--- config.mk ---
export PLATFORM = sky130hd
export DESIGN_NAME = mem_byte_master_flat
export DESIGN_NICKNAME = d
export VERILOG_FILES = /design/src/rtl/y86_mem_pkg.sv /design/src/rtl/mem_byte_master_if.sv /design/src/rtl/mem_byte_master.sv /design/src/flat_wrapper.sv
export SDC_FILE = /design/constraint.sdc
export NUM_CORES = 1
export LEC_CHECK = 0
export CORE_AREA = 3 3 127 129
export CTS_CLUSTER_DIAMETER = 50
export DETAILED_ROUTE_END_ITERATION = 6
export DIE_AREA = 0 0 130 132
export PLACE_DENSITY = 0.78
export SETUP_SLACK_MARGIN = 0.02
export SLEW_MARGIN = 0
export SYNTH_ARGS = -nofsm -noshare
export SYNTH_HDL_FRONTEND = slang
export SYNTH_SLANG_ARGS = --single-unit
--- constraint.sdc ---
create_clock -name clk_i -period 3.29 [get_ports clk_i]
set_input_delay 0.658 -clock clk_i [delete_from_list [all_inputs] [get_ports clk_i]]
set_output_delay 0.658 -clock clk_i [all_outputs]
set_load 0.03 [all_outputs]
--- src/rtl/y86_mem_pkg.sv ---
// Shared definitions for the Y86 data-memory port: FSM states, word size,
// default memory size and the icode-to-direction mapping used by the
// memory stage to decide whether an access is a store or a load.
package y86_mem_pkg;

  typedef enum logic [1:0] {
    ST_IDLE = 2'd0,
    ST_XFER = 2'd1,
    ST_RESP = 2'd2,
    ST_ERR  = 2'd3
  } state_t;

  localparam int WORD_BYTES    = 8;
  localparam int DEF_MEM_BYTES = 1024;

  // Y86-64 instruction codes that touch data memory
  localparam logic [3:0] IC_RMMOVQ = 4'h4;
  localparam logic [3:0] IC_MRMOVQ = 4'h5;
  localparam logic [3:0] IC_CALL   = 4'h8;
  localparam logic [3:0] IC_RET    = 4'h9;
  localparam logic [3:0] IC_PUSHQ  = 4'hA;
  localparam logic [3:0] IC_POPQ   = 4'hB;

  // Stores: rmmovq, call, pushq
  function automatic logic icode_is_store(input logic [3:0] icode);
    return (icode == IC_RMMOVQ) || (icode == IC_CALL) || (icode == IC_PUSHQ);
  endfunction

  // Loads: mrmovq, ret, popq
  function automatic logic icode_is_load(input logic [3:0] icode);
    return (icode == IC_MRMOVQ) || (icode == IC_RET) || (icode == IC_POPQ);
  endfunction

endpackage

--- src/rtl/mem_byte_master_if.sv ---
// Request/response and byte-bus signals of the data-memory initiator.
// The master modport is the initiator's view; slave is the view of the
// environment (pipeline requester plus byte RAM).
interface mem_byte_master_if #(
  parameter int ADDR_W = 10
) ();

  logic              req_valid_i;
  logic              req_ready_o;
  logic              req_we_i;
  logic [63:0]       req_addr_i;
  logic [63:0]       req_wdata_i;

  logic              resp_valid_o;
  logic [63:0]       resp_rdata_o;
  logic              resp_error_o;

  logic              bus_req_o;
  logic              bus_we_o;
  logic [ADDR_W-1:0] bus_addr_o;
  logic [7:0]        bus_wdata_o;
  logic              bus_ack_i;
  logic [7:0]        bus_rdata_i;

  modport master (
    input  req_valid_i, req_we_i, req_addr_i, req_wdata_i,
    input  bus_ack_i, bus_rdata_i,
    output req_ready_o, resp_valid_o, resp_rdata_o, resp_error_o,
    output bus_req_o, bus_we_o, bus_addr_o, bus_wdata_o
  );

  modport slave (
    output req_valid_i, req_we_i, req_addr_i, req_wdata_i,
    output bus_ack_i, bus_rdata_i,
    input  req_ready_o, resp_valid_o, resp_rdata_o, resp_error_o,
    input  bus_req_o, bus_we_o, bus_addr_o, bus_wdata_o
  );

endinterface

--- src/rtl/mem_byte_master.sv ---
// Byte-serial memory initiator: one 64-bit load/store is run as eight
// little-endian byte beats over a req/ack byte bus, then answered with a
// single-cycle response. Out-of-range addresses are answered with an error
// without touching the bus. All outputs decode from registered state only.
module mem_byte_master
  import y86_mem_pkg::*;
#(
  parameter int MEM_BYTES = DEF_MEM_BYTES,
  parameter int ADDR_W    = 10
) (
  input  logic            clk_i,
  input  logic            rst_i,
  mem_byte_master_if.master mif
);

  // Highest base address whose eight bytes still fit in memory
  localparam logic [63:0] LAST_BASE = 64'(MEM_BYTES - WORD_BYTES);

  state_t            state;
  state_t            state_nx;
  logic              we_r;
  logic [ADDR_W-1:0] addr_r;
  logic [63:0]       wbuf;
  logic [63:0]       rbuf;
  logic [2:0]        beat;
  logic              addr_bad;
  logic              beat_done;

  // Request range check and beat completion qualifier
  always_comb begin
    addr_bad  = mif.req_addr_i > LAST_BASE;
    beat_done = (state == ST_XFER) && mif.bus_ack_i;
  end

  // State register
  always_ff @(posedge clk_i) begin
    if (rst_i) state <= ST_IDLE;
    else       state <= state_nx;
  end

  // Next-state decode; requests are only looked at in IDLE
  always_comb begin
    state_nx = state;
    case (state)
      ST_IDLE: if (mif.req_valid_i) state_nx = addr_bad ? ST_ERR : ST_XFER;
      ST_XFER: if (mif.bus_ack_i && (beat == 3'd7)) state_nx = ST_RESP;
      ST_RESP: state_nx = ST_IDLE;
      ST_ERR:  state_nx = ST_IDLE;
      default: state_nx = ST_IDLE;
    endcase
  end

  // Request capture, beat counter and read-byte assembly
  always_ff @(posedge clk_i) begin
    if (rst_i) begin
      we_r   <= 1'b0;
      addr_r <= '0;
      wbuf   <= '0;
      rbuf   <= '0;
      beat   <= '0;
    end else if ((state == ST_IDLE) && mif.req_valid_i) begin
      we_r   <= mif.req_we_i;
      addr_r <= mif.req_addr_i[ADDR_W-1:0];
      wbuf   <= mif.req_wdata_i;
      rbuf   <= '0;
      beat   <= '0;
    end else if (beat_done) begin
      if (!we_r) rbuf[8*beat +: 8] <= mif.bus_rdata_i;
      // Beat 7 is the last one; the counter never wraps
      if (beat != 3'd7) beat <= beat + 3'd1;
    end
  end

  // Output decode: bus and response fields are zero outside their states
  always_comb begin
    mif.req_ready_o  = 1'b0;
    mif.resp_valid_o = 1'b0;
    mif.resp_error_o = 1'b0;
    mif.resp_rdata_o = '0;
    mif.bus_req_o    = 1'b0;
    mif.bus_we_o     = 1'b0;
    mif.bus_addr_o   = '0;
    mif.bus_wdata_o  = '0;
    case (state)
      ST_IDLE: mif.req_ready_o = 1'b1;
      ST_XFER: begin
        mif.bus_req_o   = 1'b1;
        mif.bus_we_o    = we_r;
        mif.bus_addr_o  = addr_r + ADDR_W'(beat);
        mif.bus_wdata_o = wbuf[8*beat +: 8];
      end
      ST_RESP: begin
        mif.resp_valid_o = 1'b1;
        mif.resp_rdata_o = we_r ? 64'd0 : rbuf;
      end
      ST_ERR: begin
        mif.resp_valid_o = 1'b1;
        mif.resp_error_o = 1'b1;
      end
      default: ;
    endcase
  end

endmodule
--- src/flat_wrapper.sv ---
// flat-port wrapper written by rule: the top's interface ports become plain ports
module mem_byte_master_flat import y86_mem_pkg::*;
#(
  parameter int MEM_BYTES = DEF_MEM_BYTES,
  parameter int ADDR_W    = 10
)
  (clk_i, rst_i, mif_req_valid_i, mif_req_we_i, mif_req_addr_i, mif_req_wdata_i, mif_bus_ack_i, mif_bus_rdata_i, mif_req_ready_o, mif_resp_valid_o, mif_resp_rdata_o, mif_resp_error_o, mif_bus_req_o, mif_bus_we_o, mif_bus_addr_o, mif_bus_wdata_o);
  mem_byte_master_if #(.ADDR_W(ADDR_W)) mif_i ();
  input  logic clk_i;
  input  logic rst_i;
  input wire logic [$bits(mif_i.req_valid_i)-1:0] mif_req_valid_i;
  input wire logic [$bits(mif_i.req_we_i)-1:0] mif_req_we_i;
  input wire logic [$bits(mif_i.req_addr_i)-1:0] mif_req_addr_i;
  input wire logic [$bits(mif_i.req_wdata_i)-1:0] mif_req_wdata_i;
  input wire logic [$bits(mif_i.bus_ack_i)-1:0] mif_bus_ack_i;
  input wire logic [$bits(mif_i.bus_rdata_i)-1:0] mif_bus_rdata_i;
  output wire logic [$bits(mif_i.req_ready_o)-1:0] mif_req_ready_o;
  output wire logic [$bits(mif_i.resp_valid_o)-1:0] mif_resp_valid_o;
  output wire logic [$bits(mif_i.resp_rdata_o)-1:0] mif_resp_rdata_o;
  output wire logic [$bits(mif_i.resp_error_o)-1:0] mif_resp_error_o;
  output wire logic [$bits(mif_i.bus_req_o)-1:0] mif_bus_req_o;
  output wire logic [$bits(mif_i.bus_we_o)-1:0] mif_bus_we_o;
  output wire logic [$bits(mif_i.bus_addr_o)-1:0] mif_bus_addr_o;
  output wire logic [$bits(mif_i.bus_wdata_o)-1:0] mif_bus_wdata_o;
  assign mif_i.req_valid_i = mif_req_valid_i;
  assign mif_i.req_we_i = mif_req_we_i;
  assign mif_i.req_addr_i = mif_req_addr_i;
  assign mif_i.req_wdata_i = mif_req_wdata_i;
  assign mif_i.bus_ack_i = mif_bus_ack_i;
  assign mif_i.bus_rdata_i = mif_bus_rdata_i;
  assign mif_req_ready_o = mif_i.req_ready_o;
  assign mif_resp_valid_o = mif_i.resp_valid_o;
  assign mif_resp_rdata_o = mif_i.resp_rdata_o;
  assign mif_resp_error_o = mif_i.resp_error_o;
  assign mif_bus_req_o = mif_i.bus_req_o;
  assign mif_bus_we_o = mif_i.bus_we_o;
  assign mif_bus_addr_o = mif_i.bus_addr_o;
  assign mif_bus_wdata_o = mif_i.bus_wdata_o;
  mem_byte_master #(.MEM_BYTES(MEM_BYTES), .ADDR_W(ADDR_W)) u_core (.clk_i(clk_i), .rst_i(rst_i), .mif(mif_i));
endmodule
==> metrics.md, run 1 <==
| Metric | Value |
|---|---|
| Ys flop type | dfxtp_1 |
| Max-Cap Viols | 0 |
| Top cells by area, synth | dfxtp_1 43%, nand2_1 11%, a21oi_1 10%, and2_1 6.4%, mux4_2 5.3% |
| Int Pwr | 3.53 mW |
| Clk_lat worst skew | 420 ps |
| Core Area | 0.0151 mm² |
| DR DRC count | 0 |
| WP data required | 2630 ps |
| Worst Skew | 9.09 ps |
| Placed cell areas | 0.00908 mm² |
| Placed Cells | 1,191 |
| Mean post-synth cell area | 8.16 µm² |
| Combinational power share | 12.3% |
| Synth area leader | dfxtp_1 |
| RSZ-0062 raised after global routing | no |
| Layout cells sized above 1 | 8.77% |
| Final setup TNS | 0 ps |
| Vias | 6,446 |
| ANT nets after route | 0 |
| Distinct cell type count after synthesis | 43 |
| Multi-input gate area | 0.00356 mm² |
| Routed length per instance | 16.1 µm |
| Arr. time, crit path | 2420 ps |
| R2r worst-path depth | 9 |
| Initial core utilization | 44.7% |
| Leakage | 3.55 nW |
| Max VDD drop | 335 µV |
| Total GRT Usage | 22.7% |
| CP max FO | 64 |
| Final HPWL DP | 14.1 mm |
| Share of power burned in the clock network | 47.6% |
| Max Fclk | 325 MHz |
| Num CTS Buffers | 17 |
| Power Total | 4.66 mW |
| Crit path capture type | primary output |
| Register area | 0.00289 mm² |
| PD cells | 475 mW/mm² |
| DIE HEIGHT | 132 µm |
| Slew HR | 47.4% |
| Fin crit period | 3080 ps |
| Critical path type | flip-flop to primary output |
| Design Area, Final | 0.00980 mm² |
| Final Setup Violations | 0 |
| WHS Path Cells | 2 |
| First-pass GRT wire length | 31.1 mm |
| Worst Setup Slack, final | 214 ps |
| CP Launch Type | flip-flop |
| Syn Inst Count | 829 |
| Post-synth top area share | 42.6% |
| Die Area | 0.0172 mm² |
| Status | finished, final reports clean |
| Final Hold Viols | 0 |
| Sw power | 1.12 mW |
| Commonest cells after routing, fill and taps aside | 217 x clkdlybuf4s50_1, 199 x nand2_1, 142 x dfxtp_1 |
| Sequential area share after synthesis | 42.6% |
| Worst-Margin Slew | 789 ps |
| Layout Nets | 1,177 |
| CTS Sinks | 144 |
| Grt total ovfl | 0 |
| Boundary Pins | 228 |
| Mapped Area | 0.00676 mm² |
| Via-to-Cell Ratio | 5.26 |
| Antenna diode count | 0 |
| Drt first pass iters | 5 |
| Clock slew at reported path FFs | 60 ps |
| Clock Path Buffers | 2 |
| Fillers | 1,274 |
| P&R area growth vs syn | 44.9% |
| Syn_nets | 981 |
| Share of power burned in registers | 40.1% |
| Ys Warns | 0 |
| Clk root buf | clkbuf_16 |
| Hold_buf cts | 0 |
| DIE WIDTH | 130 µm |
| Initial DRC count | 463 |
| H-tree depth | 4 |
| I/O Buffers | 227 |
| Initial antenna violation count | 0 |
| CTS tree | yes |
| Max Slew Vio Count | 0 |
| Worst slack, placed | 411 ps |
| Post-synth ARST share | 0% |
| HP Class | flip-flop to flip-flop |
| Fin crit share | 93.5% |
| Vias in the first global route | 6,131 |
| Flops & latches, synth | 144 |
| Placer congestion estimate | 0.813 |
| Number of synthesized flops with an enable pin | 0 |
| Largest net degree at the start of global routing | 78 |
| Switching Share | 24.1% |
| Total Wirelength | 19.8 mm |
| Finished Layout Cells | 1,226 |
| Row cnt | 45 |
| Most common cell after layout, fill and taps aside | clkdlybuf4s50_1 |
==> cell usage after synthesis, types with 2 or more instances <==
cell	instances
buf_4	4
buf_2	20
nor2b_1	2
o211ai_1	2
nor3b_2	3
and3_1	4
dfxtp_1	144
xor2_1	3
mux2i_1	19
nand2_1	200
nand3_2	2
nor2_1	28
nand2b_1	25
a21oi_1	137
nor4_1	14
nand3_1	47
o31ai_1	2
nand4_1	7
inv_1	5
and2_1	69
buf_1	7
ha_1	10
nor3_1	4
o21ai_0	2
buf_6	3
or4_1	2
clkbuf_1	32
mux4_2	16
and4bb_4	2
==> timing repair <==
item                                    4_1_cts  5_1_grt
setup buffers                                 0        3
resized for setup                             1        1
endpoints found under the setup margin        5        5
==> kinds of logic (layout without fill, tap and decap cells) <==
logic type               count (synthesis)  in the layout  synth area share (%)
AND/OR/NAND/NOR                        417            417                  30.5
AO/OA/AOI/OAI                          146            146                  11.1
flip-flops                             144            144                  42.6
buffers and inverters                   72            281                  4.92
multiplexers                            35             35                  8.14
adder cells (fa/ha/maj)                 11             11                  2.15
XOR/XNOR                                 4              4                 0.518
==> critical path, stage by stage (launching register included) <==
cell and delay (ps):
dfxtp_1 420, nor3b_4 200, buf_4 430, and2_1 240, clkdlybuf4s50_1 680
==> flip-flops by register name (all words and copies together) (netlist names) <==
| signal | flops |
|---|---|
| u_core.rbuf | 64 |
| u_core.we_r | 1 |
| u_core.state | 2 |
| u_core.wbuf | 64 |
| u_core.addr_r | 10 |
| u_core.beat | 3 |
==> metrics by stage <==
step / util (%) / hold slack, ps
CTS: 64.5 / 452
detailed placement: 60.0 / 444
global placement: 60.0 / 436
global route: 64.7 / 467
floorplan: - / 432
finish: 64.7 / 452
==> power groups by stage <==
stage               clock, mW  combinational, mW  sequential (mW)
finish                   2.22              0.574             1.87
CTS                      2.24              0.569             1.87
global placement            0              0.559             1.90
detailed placement          0              0.564             1.91
global route             2.31              0.630             1.87
floorplan                   0              0.308             1.88
==> layout make-up <==
| class | instances | share of cell area, % |
|---|---|---|
| multi-input combinational | 613 | 36.3 |
| tap | 188 | 2.40 |
| clock buffer | 17 | 4.34 |
| clock inverter | 15 | 2.62 |
| timing repair buffer | 243 | 24.6 |
| sequential | 144 | 29.5 |
| inverter | 6 | 0.230 |
==> routing by layer <==
| metal | routed length (µm) | GRT usage [%] |
|---|---|---|
| met3 | 1240 | 5.43 |
| met1 | 8420 | 29.4 |
| met5 | 0 | 0 |
| met4 | 415 | 7.45 |
| met2 | 9680 | 37.0 |
==> final timing paths <==
| path | to | slack [ps] | startpoint |
|---|---|---|---|
| setup reg to reg | u_core.rbuf[16] | 750 | u_core.beat[0] |
| setup / recovery | mif_resp_rdata_o[8] | 210 | u_core.state[1] |
| hold reg to reg | u_core.rbuf[29] | 450 | u_core.rbuf[29] |
| hold / removal | u_core.rbuf[29] | 450 | u_core.rbuf[29] |
Note: power is estimated with default switching activity, not from simulation.
==> run 2: changes to the inputs <==
--- a/config.mk
+++ b/config.mk
@@ -9,7 +9,7 @@
 export CTS_CLUSTER_DIAMETER = 50
 export DETAILED_ROUTE_END_ITERATION = 6
 export DIE_AREA = 0 0 130 132
-export PLACE_DENSITY = 0.78
+export PLACE_DENSITY = 0.88
 export SETUP_SLACK_MARGIN = 0.02
 export SLEW_MARGIN = 0
 export SYNTH_ARGS = -nofsm -noshare
==> run 2 against run 1 <==
Die area is the same. First-iteration DRC count grew 10%. Combinational power barely moved. Via count is 0.42% higher. Critical endpoint is now mif_resp_rdata_o[45].
==> metrics.md, run 2 (same netlist as run 1, synthesis figures left out) <==
| Metric | Value |
|---|---|
| Final Hold Viols | 0 (unchanged) |
| Total GRT Usage | 23.5% (+0.85 points) |
| Initial core utilization | 44.7% (unchanged) |
| ANT nets after route | 0 (unchanged) |
| Leakage | 3.53 nW (-0.68%) |
| I/O Buffers | 227 (unchanged) |
| R2r worst-path depth | 9 (unchanged) |
| H-tree depth | 4 (unchanged) |
| HP Class | flip-flop to flip-flop |
| CTS Sinks | 144 (unchanged) |
| Hold_buf cts | 0 (unchanged) |
| Biggest regs | u_core.rbuf x64, u_core.wbuf x64, u_core.addr_r x10 |
| PD cells | 468 mW/mm² (-1.4%) |
| Fin crit period | 3130 ps (+52.7 ps) |
| Hold path startpoint | u_core.rbuf[12] |
| Routed length per instance | 16.4 µm (+2.0%) |
| Worst slack, placed | 352 ps (-58.3 ps) |
| Vias | 6,473 (+0.42%) |
| Die Area | 0.0172 mm² (unchanged) |
| Max Fclk | 320 MHz (-1.7%) |
| Slowest cell on the critical path | clkdlybuf4s50_1 |
| DIE HEIGHT | 132 µm (unchanged) |
| Final setup TNS | 0 ps (unchanged) |
| Total Wirelength | 20.1 mm (+1.8%) |
| Clock Path Buffers | 2 (unchanged) |
| Final Setup Violations | 0 (unchanged) |
| CP max FO | 64 (unchanged) |
| Commonest cells after routing, fill and taps aside | 217 x clkdlybuf4s50_1, 199 x nand2_1, 142 x dfxtp_1 |
| Initial DRC count | 511 (+10%) |
| Layout Nets | 1,176 (-0.085%) |
| Placer congestion estimate | 0.876 (+7.7%) |
| DIE WIDTH | 130 µm (unchanged) |
| CTS tree | yes |
| R2r startpoint | u_core.beat[0] |
| Clk_lat worst skew | 430 ps (about the same) |
| Max Slew Vio Count | 0 (unchanged) |
| Via-to-Cell Ratio | 5.29 (+0.58%) |
| Most common cell after layout, fill and taps aside | clkdlybuf4s50_1 |
| Row cnt | 45 (unchanged) |
| Largest stage delay, worst path | 690 ps (about the same) |
| Slew HR | 50.0% (+2.6 points) |
| Clock slew at reported path FFs | 60 ps (about the same) |
| Critical path type | flip-flop to primary output |
| Max-Cap Viols | 0 (unchanged) |
| P&R area growth vs syn | 44.2% |
| Largest net degree at the start of global routing | 77 (-1.3%) |
| Vias in the first global route | 6,229 (+1.6%) |
| Core Area | 0.0151 mm² (unchanged) |
| First-pass GRT wire length | 32.1 mm (+3.2%) |
| Layout cells sized above 1 | 8.69% (-0.080 points) |
| Fillers | 1,236 (-3.0%) |
| Worst Skew | 6.69 ps (-2.40 ps) |
| Worst Setup Slack, final | 162 ps (-52.7 ps) |
| WHS Path Cells | 2 (unchanged) |
| Status | finished, final reports clean |
| Final HPWL DP | 14.4 mm (+2.5%) |
| Core Util, Final | 64.4% (-0.32 points) |
| Reg2reg end | u_core.rbuf[16] |
| CP Cell Sequence | nor3b_4 > buf_4 > and2_1 > clkdlybuf4s50_1 |
| Drt first pass iters | 5 (unchanged) |
| Worst-Margin Slew | 750 ps (-39.1 ps) |
| CP Launch Type | flip-flop |
| Max VDD drop | 362 µV (+7.8%) |
| Hold Crit Endpoint | u_core.rbuf[12] |
| WP data required | 2630 ps (about the same) |
| Grt total ovfl | 0 (unchanged) |
| DR DRC count | 0 (unchanged) |
| Arr. time, crit path | 2470 ps (+50 ps) |
| RSZ-0062 raised after global routing | no |
| FF-to-FF setup slack | 730 ps (-20 ps) |
| Num CTS Buffers | 17 (unchanged) |
| Antenna diode count | 0 (unchanged) |
| Fin crit share | 95.1% (+1.6 points) |
| Clk root buf | clkbuf_16 |
| Boundary Pins | 228 (unchanged) |
| Crit path capture type | primary output |
| Initial antenna violation count | 0 (unchanged) |
==> run 2: cell count changes in the layout (fill, tap and decap cells not counted) <==
cell / previous run / this run
clkinv_4: 4 / 2
inv_8: 1 / 0
bufinv_16: 6 / 5
a21oi_1: 137 / 136
clkbuf_8: 0 / 1
buf_12: 4 / 3
a21oi_2: 0 / 1
clkinv_2: 1 / 2
clkinvlp_4: 1 / 2
==> run 2: critical path, delay by kind of cell (launching register included) <==
family / cells / cell delay, ps
buffers and inverters: 2 / 1110
flip-flops: 1 / 460
AND/OR/NAND/NOR: 2 / 450
==> run 2: worst max path at each step <==
| stage | slack, ps | start | depth (start not counted) | end |
|---|---|---|---|---|
| 6_report | 160 | u_core.state[1] | 4 | mif_resp_rdata_o[45] |
| 3_5_place_dp | 350 | u_core.beat[0] | 8 | mif_bus_addr_o[4] |
| 3_3_place_gp | 440 | u_core.beat[0] | 8 | mif_bus_addr_o[6] |
| 2_1_floorplan | 380 | u_core.beat[1] | 8 | mif_bus_addr_o[4] |
| 5_1_grt | 50 | u_core.state[1] | 4 | mif_resp_rdata_o[8] |
| 4_1_cts | 100 | u_core.beat[0] | 8 | mif_bus_addr_o[4] |
==> run 2: cell type report <==
type / instances / area (µm²) / share of cell area, %
multi-input cells: 613 / 3560 / 36.5
clock inverters: 13 / 210 / 2.16
inverters: 6 / 22.5 / 0.231
clock buffers: 18 / 439 / 4.50
repair buffers: 242 / 2390 / 24.6
flip-flops and latches: 144 / 2890 / 29.6
well taps: 188 / 235 / 2.41
==> run 2: timing repair <==
action,CTS,global route
endpoints found under the setup margin,5,7
resized for setup,1,2
buffers inserted,0,2
pin swaps,0,0
==> run 2: stage by stage <==
step           power, mW  hold slack, ps  std cells  cell area [µm²]
2_1_floorplan       2.19             432        829             6760
3_3_place_gp        2.46             437       1191             9080
3_5_place_dp        2.48             445       1191             9080
4_1_cts             4.58             453       1222             9730
5_1_grt             4.73             469       1224             9750
6_report            4.57             452       1224             9750
==> run 2: routing by layer <==
layer | part of all wire [%] | global-route usage, % | wire length [µm]
met5 | 0 | 0 | 0
met4 | 1.3 | 6.81 | 259
met3 | 6.0 | 5.47 | 1210
met2 | 51 | 39.7 | 10200
met1 | 42 | 29.9 | 8470
==> run 2: report_power, final <==
| part | leakage, nW | total (mW) | internal [mW] | switching [mW] |
|---|---|---|---|---|
| logic | 2.04 | 0.577 | 0.281 | 0.296 |
| registers | 1.17 | 1.86 | 1.82 | 0.0480 |
| clock network | 0.313 | 2.13 | 1.36 | 0.763 |
| total | 3.53 | 4.57 | 3.46 | 1.11 |
==> run 3: changes to the inputs <==
--- a/config.mk
+++ b/config.mk
@@ -10,8 +10,6 @@
 export DETAILED_ROUTE_END_ITERATION = 6
 export DIE_AREA = 0 0 130 132
 export PLACE_DENSITY = 0.88
-export SETUP_SLACK_MARGIN = 0.02
-export SLEW_MARGIN = 0
 export SYNTH_ARGS = -nofsm -noshare
 export SYNTH_HDL_FRONTEND = slang
 export SYNTH_SLANG_ARGS = --single-unit
==> results of run 3 <==
Same layout as run 2: the final DEF is identical, and so are final timing and power.
